### config.mk
export PLATFORM = sky130hd
export DESIGN_NAME = rv32_branch_predictor
export DESIGN_NICKNAME = d
export VERILOG_FILES = /design/src/rtl/rv32_branch_predictor_pkg.sv /design/src/rtl/rv32_branch_sat_counter.sv /design/src/rtl/rv32_branch_predictor.sv
export SDC_FILE = /design/constraint.sdc
export NUM_CORES = 2
export LEC_CHECK = 0
export ABC_AREA = 1
export CAP_MARGIN = 0
export CORE_MARGIN = 4
export CORE_UTILIZATION = 30
export DETAILED_ROUTE_END_ITERATION = 6
export GPL_TIMING_DRIVEN = 0
export HOLD_SLACK_MARGIN = 0.15
export PLACE_DENSITY = 0.43
export SYNTH_ARGS = -nofsm -noshare
export SYNTH_HDL_FRONTEND = slang
export SYNTH_SLANG_ARGS = --single-unit
### constraint.sdc
create_clock -name clk -period 21.2 [get_ports clk]
set_input_delay 5.3 -clock clk [delete_from_list [all_inputs] [get_ports clk]]
set_output_delay 5.3 -clock clk [all_outputs]
set_load 0.05 [all_outputs]
### src/rtl/rv32_branch_predictor_pkg.sv
// Shared branch definitions: resolved-branch op codes and 2-bit counter states
// used by the fetch-stage branch predictor and its counter sub-module.
package rv32_branch_predictor_pkg;

  // Branch op codes as produced by decode and returned by execute.
  typedef enum logic [1:0] {
    RV32_BRANCH_OP_NEVER    = 2'd0,
    RV32_BRANCH_OP_ZERO     = 2'd1,
    RV32_BRANCH_OP_NON_ZERO = 2'd2,
    RV32_BRANCH_OP_ALWAYS   = 2'd3
  } rv32_branch_op_e;

  localparam int unsigned RV32_BRANCH_CTR_W = 2;

  // Saturating counter encoding; MSB set means predict taken.
  localparam logic [RV32_BRANCH_CTR_W-1:0] RV32_BRANCH_CTR_STRONG_NT = 2'b00;
  localparam logic [RV32_BRANCH_CTR_W-1:0] RV32_BRANCH_CTR_WEAK_NT   = 2'b01;
  localparam logic [RV32_BRANCH_CTR_W-1:0] RV32_BRANCH_CTR_WEAK_T    = 2'b10;
  localparam logic [RV32_BRANCH_CTR_W-1:0] RV32_BRANCH_CTR_STRONG_T  = 2'b11;
  localparam logic [RV32_BRANCH_CTR_W-1:0] RV32_BRANCH_CTR_RESET     = RV32_BRANCH_CTR_WEAK_NT;

endpackage

### src/rtl/rv32_branch_sat_counter.sv
// 2-bit saturating counter step.
// Ports: ctr_in  - current counter state
//        taken_in - resolved outcome (1 = step up, 0 = step down)
//        ctr_out - next counter state, clamped at strong-NT / strong-T
module rv32_branch_sat_counter
  import rv32_branch_predictor_pkg::*;
(
  input  logic [RV32_BRANCH_CTR_W-1:0] ctr_in,
  input  logic                         taken_in,
  output logic [RV32_BRANCH_CTR_W-1:0] ctr_out
);

  always_comb begin
    ctr_out = ctr_in;
    if (taken_in) begin
      if (ctr_in != RV32_BRANCH_CTR_STRONG_T) ctr_out = ctr_in + 2'(1);
    end else begin
      if (ctr_in != RV32_BRANCH_CTR_STRONG_NT) ctr_out = ctr_in - 2'(1);
    end
  end

endmodule

### src/rtl/rv32_branch_predictor.sv
// Fetch-stage dynamic branch predictor: direct-mapped 2-bit counter table plus
// a tagged BTB, predicted combinationally and trained one edge after resolve.
// Ports: clk, reset (async, active-high)
//        fetch_pc_in -> predicted_taken_out, predicted_pc_out (same cycle)
//        update_valid_in/op/pc/taken/target - resolved branch from execute
//        invalidate_in - clears every BTB valid bit (counters kept)
module rv32_branch_predictor
  import rv32_branch_predictor_pkg::*;
#(
  parameter int unsigned INDEX_BITS = 6,
  parameter int unsigned TAG_BITS   = 8
) (
  input  logic        clk,
  input  logic        reset,
  input  logic [31:0] fetch_pc_in,
  output logic        predicted_taken_out,
  output logic [31:0] predicted_pc_out,
  input  logic        update_valid_in,
  input  logic [1:0]  update_op_in,
  input  logic [31:0] update_pc_in,
  input  logic        update_taken_in,
  input  logic [31:0] update_target_in,
  input  logic        invalidate_in
);

  localparam int unsigned ENTRIES = 1 << INDEX_BITS;

  logic [RV32_BRANCH_CTR_W-1:0] ctr_q [ENTRIES];
  logic [RV32_BRANCH_CTR_W-1:0] ctr_d [ENTRIES];
  logic [ENTRIES-1:0]           valid_q, valid_d;
  logic [TAG_BITS-1:0]          tag_q [ENTRIES];
  logic [30:0]                  target_q [ENTRIES];

  logic [INDEX_BITS-1:0]        fetch_idx, upd_idx;
  logic [TAG_BITS-1:0]          fetch_tag, upd_tag;
  logic                         fetch_hit, upd_hit, btb_we;
  logic [RV32_BRANCH_CTR_W-1:0] ctr_step;
  rv32_branch_op_e              upd_op;

  // Low PC bits and target bit 0 carry no table information.
  logic unused_bits;
  assign unused_bits = ^{update_pc_in, update_target_in[0]};

  // Prediction path reads pre-edge table contents; no write bypass.
  assign fetch_idx           = fetch_pc_in[INDEX_BITS+1:2];
  assign fetch_tag           = fetch_pc_in[INDEX_BITS+2 +: TAG_BITS];
  assign fetch_hit           = valid_q[fetch_idx] && (tag_q[fetch_idx] == fetch_tag);
  assign predicted_taken_out = fetch_hit && ctr_q[fetch_idx][1];
  assign predicted_pc_out    = predicted_taken_out ? {target_q[fetch_idx], 1'b0}
                                                   : fetch_pc_in + 32'd4;

  assign upd_idx = update_pc_in[INDEX_BITS+1:2];
  assign upd_tag = update_pc_in[INDEX_BITS+2 +: TAG_BITS];
  assign upd_hit = valid_q[upd_idx] && (tag_q[upd_idx] == upd_tag);
  assign upd_op  = rv32_branch_op_e'(update_op_in);

  rv32_branch_sat_counter u_sat_counter (
    .ctr_in   (ctr_q[upd_idx]),
    .taken_in (update_taken_in),
    .ctr_out  (ctr_step)
  );

  // Training: counter step, BTB allocate/replace on taken, invalidate wins on valid.
  always_comb begin
    ctr_d   = ctr_q;
    valid_d = valid_q;
    btb_we  = 1'b0;
    if (update_valid_in) begin
      case (upd_op)
        RV32_BRANCH_OP_ZERO, RV32_BRANCH_OP_NON_ZERO: begin
          if (update_taken_in) begin
            btb_we         = 1'b1;
            // A newly allocated entry starts weakly taken, not stepped from the alias.
            ctr_d[upd_idx] = upd_hit ? ctr_step : RV32_BRANCH_CTR_WEAK_T;
          end else begin
            ctr_d[upd_idx] = ctr_step;
          end
        end
        RV32_BRANCH_OP_ALWAYS: begin
          btb_we         = 1'b1;
          ctr_d[upd_idx] = RV32_BRANCH_CTR_STRONG_T;
        end
        default: ;
      endcase
    end
    if (btb_we)        valid_d[upd_idx] = 1'b1;
    if (invalidate_in) valid_d = '0;
  end

  // Counter and valid arrays carry the only resettable state.
  always_ff @(posedge clk or posedge reset) begin
    if (reset) begin
      for (int unsigned i = 0; i < ENTRIES; i++) ctr_q[i] <= RV32_BRANCH_CTR_RESET;
      valid_q <= '0;
    end else begin
      ctr_q   <= ctr_d;
      valid_q <= valid_d;
    end
  end

  // Tag and target storage: written on BTB allocate, never reset.
  always_ff @(posedge clk) begin
    if (btb_we) begin
      tag_q[upd_idx]    <= upd_tag;
      target_q[upd_idx] <= update_target_in[31:1];
    end
  end

endmodule

* Word-level counts from Yosys, hierarchy flattened
Memory sizes are Yosys's and may differ from the RTL's. Cells that the tools add are included.
Word-level totals: flip-flop bits (word level) 192, RAM bits 2496, input bits 103, output and inout port bits 33, logic and storage cells 126, memories kept 2
Memory list:
- target_q | depth 64, width 31, read ports 1, clocked after Yosys merged registers in 0, wr ports 1, line rv32_branch_predictor.sv:32 | logic [30:0] target_q [ENTRIES];
- tag_q | depth 64, width 8, read ports 2, clocked after Yosys merged registers in 0, wr ports 1, line rv32_branch_predictor.sv:31 | logic [TAG_BITS-1:0] tag_q [ENTRIES];
Operators by class: $add $sub $neg 3, order comparisons 6, equal/unequal tests 6, mux-type cells 30, bitwise gates (word level) 4, reduce and logical (&&, ||, !) cells 10
Operators by type and width (count):
- $bwmux W128 | 2
- $pmux W128 S2 | 1
- $mux W128 | 1
- $mux W64 | 2
- $or A128 B128 Y128 | 1
- $or A64 B64 Y64 | 1
- $add A32 B3 Y32 const B | 1
- $mux W32 | 1
- $bmux W2 S6 | 2
- $mux W2 | 9
- $eq A8 B8 Y1 | 2
- $ge A7 B7 Y1 const B | 2
- $lt A6 B7 Y1 const B | 2
- $not A6 Y7 | 2
- $bmux W1 S6 | 2
- $demux W2 S6 | 1
- $lt A7 B1 Y1 const B | 1
- $mux W1 | 7
- $demux W1 S6 | 1
- $ge A6 B1 Y1 const B | 1
- $reduce_bool A2 Y1 | 3
- $logic_and A1 B1 Y1 | 5
- $eq A2 B2 Y1 const B | 2
- $add A2 B1 Y2 const B | 1
- 6 further kinds | 6

* Logic depth before layout (Yosys ltp)
depth after elaboration 11, mapped depth 24

* Hierarchy
A second synthesis with hierarchy kept.
Unflattened totals: cell total of the unflattened synthesis 10789, area total of the unflattened synthesis 117168.6 µm²
By module, submodules not included:
- rv32_branch_predictor | instances 1, cells an instance 10783, area an instance 117143.6 µm², sequential area each 79836.6 µm²
- rv32_branch_sat_counter | instances 1, cells an instance 6, area an instance 25.0 µm², sequential area each 0.0 µm²

* Least setup slack after synthesis
Ideal clock, no wire load.
kind input to output, start in fetch_pc_in[2], end out predicted_pc_out[0], data arrival time 7.790 ns, data required time 15.900 ns, path slack 8.110 ns, cell stages on the path 18, cells stage by stage buf_2 -> inv_2 -> buf_2 -> clkbuf_1 -> nor2_1 -> o211ai_1 -> nand3_1 -> nand3_1 -> nand3_1 -> nand2_1 -> nand2_1 -> nand2_1 -> nor2_1 -> nand2_1 -> inv_1 -> nand3_1 -> inv_1 -> nor2_1
On the way: word-level cells in the longest chain between the ends 6, elaborated cells on any way between the ends 11
RTL lines:
- start: declaration | line rv32_branch_predictor.sv:15 | input logic [31:0] fetch_pc_in,
- branches (longest 4 deep; another with $mem_v2 Z64 W8)
- $logic_and A1 B1 Y1 * | line rv32_branch_predictor.sv:48 | assign predicted_taken_out = fetch_hit && ctr_q[fetch_idx][1];
- via predicted_taken_out | line rv32_branch_predictor.sv:16 | output logic predicted_taken_out,
- $mux W32 * | line rv32_branch_predictor.sv:49 | assign predicted_pc_out = predicted_taken_out ? {target_q[fetch_idx], 1'b0}
- end: declaration | line rv32_branch_predictor.sv:17 | output logic [31:0] predicted_pc_out,
Mark *: on every way through the listed nets, which the timed path passes. The select of a mux whose other input is x is not followed.

* Worst setup path after layout
start in fetch_pc_in[5], end out predicted_pc_out[17]
On the way: word-level cells in the longest chain between the ends 6, elaborated cells on any way between the ends 13
RTL lines (line):
- branches (longest 5 deep; another with $mem_v2 Z64 W8)
- $mux W32 * | rv32_branch_predictor.sv:49
Every way passes the cells marked *. The select of a mux whose other input is x is not followed.

==> flow_summary.yaml <==
placement:
  post-dp-hpwl_um: 433000
  pre_cts_ws_ns: 2.75
  gp_congestion: 0.954
  place_area_um2: 128000
  portBuffers: 111
layout:
  area_growth_syn_to_layout_pct: 19.1
  final_common_cell: "edfxtp_1"
  drive_gt1_share_pct: 9.75
  n_fill_cell: 37800
  fin_nets: 11300
  final_area_um2: 138000
  layout_common_cells: "2,496 x edfxtp_1, 1,720 x nand2_1, 1,450 x nor2_1, 1,443 x o21ai_0, 644 x inv_1"
global_route:
  gr-usage-met2_pct: 45.9
  use_met3_pct: 5.50
  use_met1_pct: 40.6
  grt_pass1_wl_um: 813000
  grtUsageTotal_pct: 30.2
  busiest_layer: "met2"
  grt_max_degree: 111
  antenna_found_initial: 59
  grt_pass1_vias: 87400
  overflow: 0
clocking:
  cts_tree: "yes"
  cts.clk_slew.worst_paths_ns: 0.06
  cts_hold_buf: 0
  numCtsBuffers: 317
  insertion_delay_ns: 0.96
  cts.htree.levels: 5
  cts_setup_buffers: 0
  cts_buffer_depth: 4
  cts_root_buffer: "clkbuf_16"
  cts_resized: 0
  cts.sinks: 2688
drt:
  drtAntennaViolNets: 0
  wl_um: 622000
  drt_first_pass_iters: 7
  drt_iter0_markers: 15300
  routedWlPerCell_um: 37.7
  post-route-drc-count: 1
  avgViaCountPerCell: 5.79
  num_vias: 95400
logic_synthesis:
  ys_types: 47
  synth_cells: 10500
  synth_edf_count: 2496
  yosysTopAreaCellShare_pct: 64.8
  synth_seq_cells: 2688
  async_reset_ff_share_pct: 7.14
  synth.area.top_cells: "edfxtp_1 65%, o21ai_0 6.2%, nand2_1 5.6%"
  yosys.area.top_type: "edfxtp_1"
  ys_warn_count: 0
  ys.flop_type: "edfxtp_1"
  synth_area_um2: 116000
  postSynthAreaPerCell_um2: 11.0
  seq_area_frac_synth_pct: 69.0
  synth.net_count: 10600
sta:
  finalHoldViolations: 0
  drv_slew: 159
  final-setup-viol-count: 0
  worst_slew_pin_slew_ns: 1.67
  finalCritPeriodShare_pct: 89.6
  setup_tns_ns: 0
  fin_skew_ns: 0.0466
  setup_slack_ns: 2.21
  max_clock_freq_mhz: 52.7
  layout_min_cycle_time_ns: 18.99
  relSlewSlack_pct: -11.6
  rsz0062_at_grt: "false"
critical_path:
  slowest_stage: "clkdlybuf4s50_1"
  end_kind: "primary output"
  cp_num_buf_inv: 7
  r2r_start: "tag_q[32][2]"
  crit_chain: "clkdlybuf4s50_1 -> nand2_1 -> inv_1 -> clkbuf_1 -> clkbuf_1 -> clkbuf_1 -> clkbuf_1 -> nand2_1 -> nand3_1 -> nand3_1 -> nand3_1 -> nand3_1 -> nand2_1 -> clkdlybuf4s50_1"
  cp-startpoint: "fetch_pc_in[5]"
  crit_fanout: 10
  cp_top_family: "buffers and inverters"
  crit_cells: 14
  cpPeakStageDelay_ns: 1.35
  path_class: "input pin to primary output"
  worstSetupEndpoint: "predicted_pc_out[17]"
  r2r_cells: 17
  worst-r2r-setup-slack_ns: 17.19
  critPathLaunchType: "input pin"
  worst_ep_required_time_ns: 15.90
  r2r_end: "ctr_q[2]"
  crit_arrival_ns: 13.69
power_and_ir_drop:
  peakVddDrop_mv: 0.0629
  powerDensity_nw_per_um2: 91.0
  pwr-share-seq_pct: 47.1
  comb_power_share_pct: 9.9
  p_clk_share_pct: 42.9
  internal_power_mw: 9.19
  leakage_nw: 48.1
  swShare_pct: 26.7
  p_sw_mw: 3.34
floorplan:
  boundaryPins: 136
  start_util_pct: 30.2
  rows: 227
  fp.coreArea_um2: 383000
  die_area_um2: 395000
  die_x_um: 629
  die_h_um: 629
min_path:
  hold_start: "ctr_q[110]"
  hold_class: "register to register"
outcome:
  status: "complete, but fails checks"
  violations: "design-rule violations, max-capacitance violations, max-slew violations"
run:
  cap_violations: 15
[per-layer routing]
layer	vias to the layer above	share of wire [%]
li1	38700	-
met1	48600	40
met2	6556	44
met3	1462	10
met4	14	6.7
met5	-	0.018
[layout make-up]
| cell class | count | area [um2] | share of cell area [%] |
|---|---|---|---|
| Antenna cell | 38 | 95.1 | 0.0691 |
| Buffer | 724 | 3090 | 2.25 |
| Clock buffer | 405 | 8470 | 6.15 |
| Clock inverter | 162 | 1400 | 1.02 |
| Inverter | 663 | 2500 | 1.81 |
| Multi-Input combinational cell | 6452 | 30700 | 22.3 |
| Sequential cell | 2688 | 79800 | 58.0 |
| Tap cell | 5038 | 6300 | 4.58 |
| Timing Repair Buffer | 313 | 5230 | 3.80 |
[kinds of logic after synthesis]
kind of cell,after synthesis,share of synthesized area (%)
flops,2688,69.0
compound gates,2491,12.2
xor+xnor,29,0.220
buf+inv,1387,4.80
fa+ha+maj,3,0.0325
simple gates,3929,13.7
[power groups by stage]
| stage | Clock (mW) | Sequential [mW] | Combinational [mW] |
|---|---|---|---|
| floorplan | 0 | 6.00 | 0.522 |
| CTS | 5.41 | 5.91 | 1.20 |
| global route | 5.62 | 5.91 | 1.27 |
| detailed placement | 0 | 6.01 | 1.20 |
| global placement | 0 | 6.03 | 1.17 |
| finish | 5.38 | 5.91 | 1.24 |
[flip-flops by register name, summed over array words and instances (netlist names)]
| register | cells |
|---|---|
| valid_q | 64 |
| target_q | 1984 |
| tag_q | 512 |
| ctr_q | 128 |
[synth_stat cells, types with 29 or more instances]
cell type,instances
clkbuf_1,449
o221ai_1,185
nand4_1,101
nand3_1,512
inv_1,645
a22oi_1,29
o211ai_1,130
dfstp_2,64
nand2_1,1720
buf_2,200
o21ai_0,1443
a21oi_1,309
edfxtp_1,2496
dfrtp_1,128
o22ai_1,346
buf_1,53
nor2_1,1516
[worst min path at each step]
stage / end / cells past startpoint
2_1_floorplan: ctr_q[90] / 2
3_3_place_gp: ctr_q[122] / 2
3_5_place_dp: ctr_q[94] / 2
4_1_cts: ctr_q[94] / 2
5_1_grt: ctr_q[126] / 2
6_report: ctr_q[110] / 2
[worst register-to-register path: cells and delay by family, from the launching register on]
family	cells	cell delay (ns)
AOI/OAI and AO/OA	1	0.63
DFF	1	0.37
buffers and inverters	1	0.36
and+or+nand+nor	15	2.60
[metrics by stage]
stage               instances  hold slack, ns  total power [mW]  utilization [%]
floorplan               10500           0.446              6.53                -
CTS                     16400           0.465              12.5             35.9
detailed placement      15900           0.455              7.21             33.3
global placement        15700           0.456              7.20             32.1
finish                  16500           0.465              12.5             35.9
global route            16500           0.472              12.8             35.9
No activity file was read; power rests on OpenSTA's default activity.
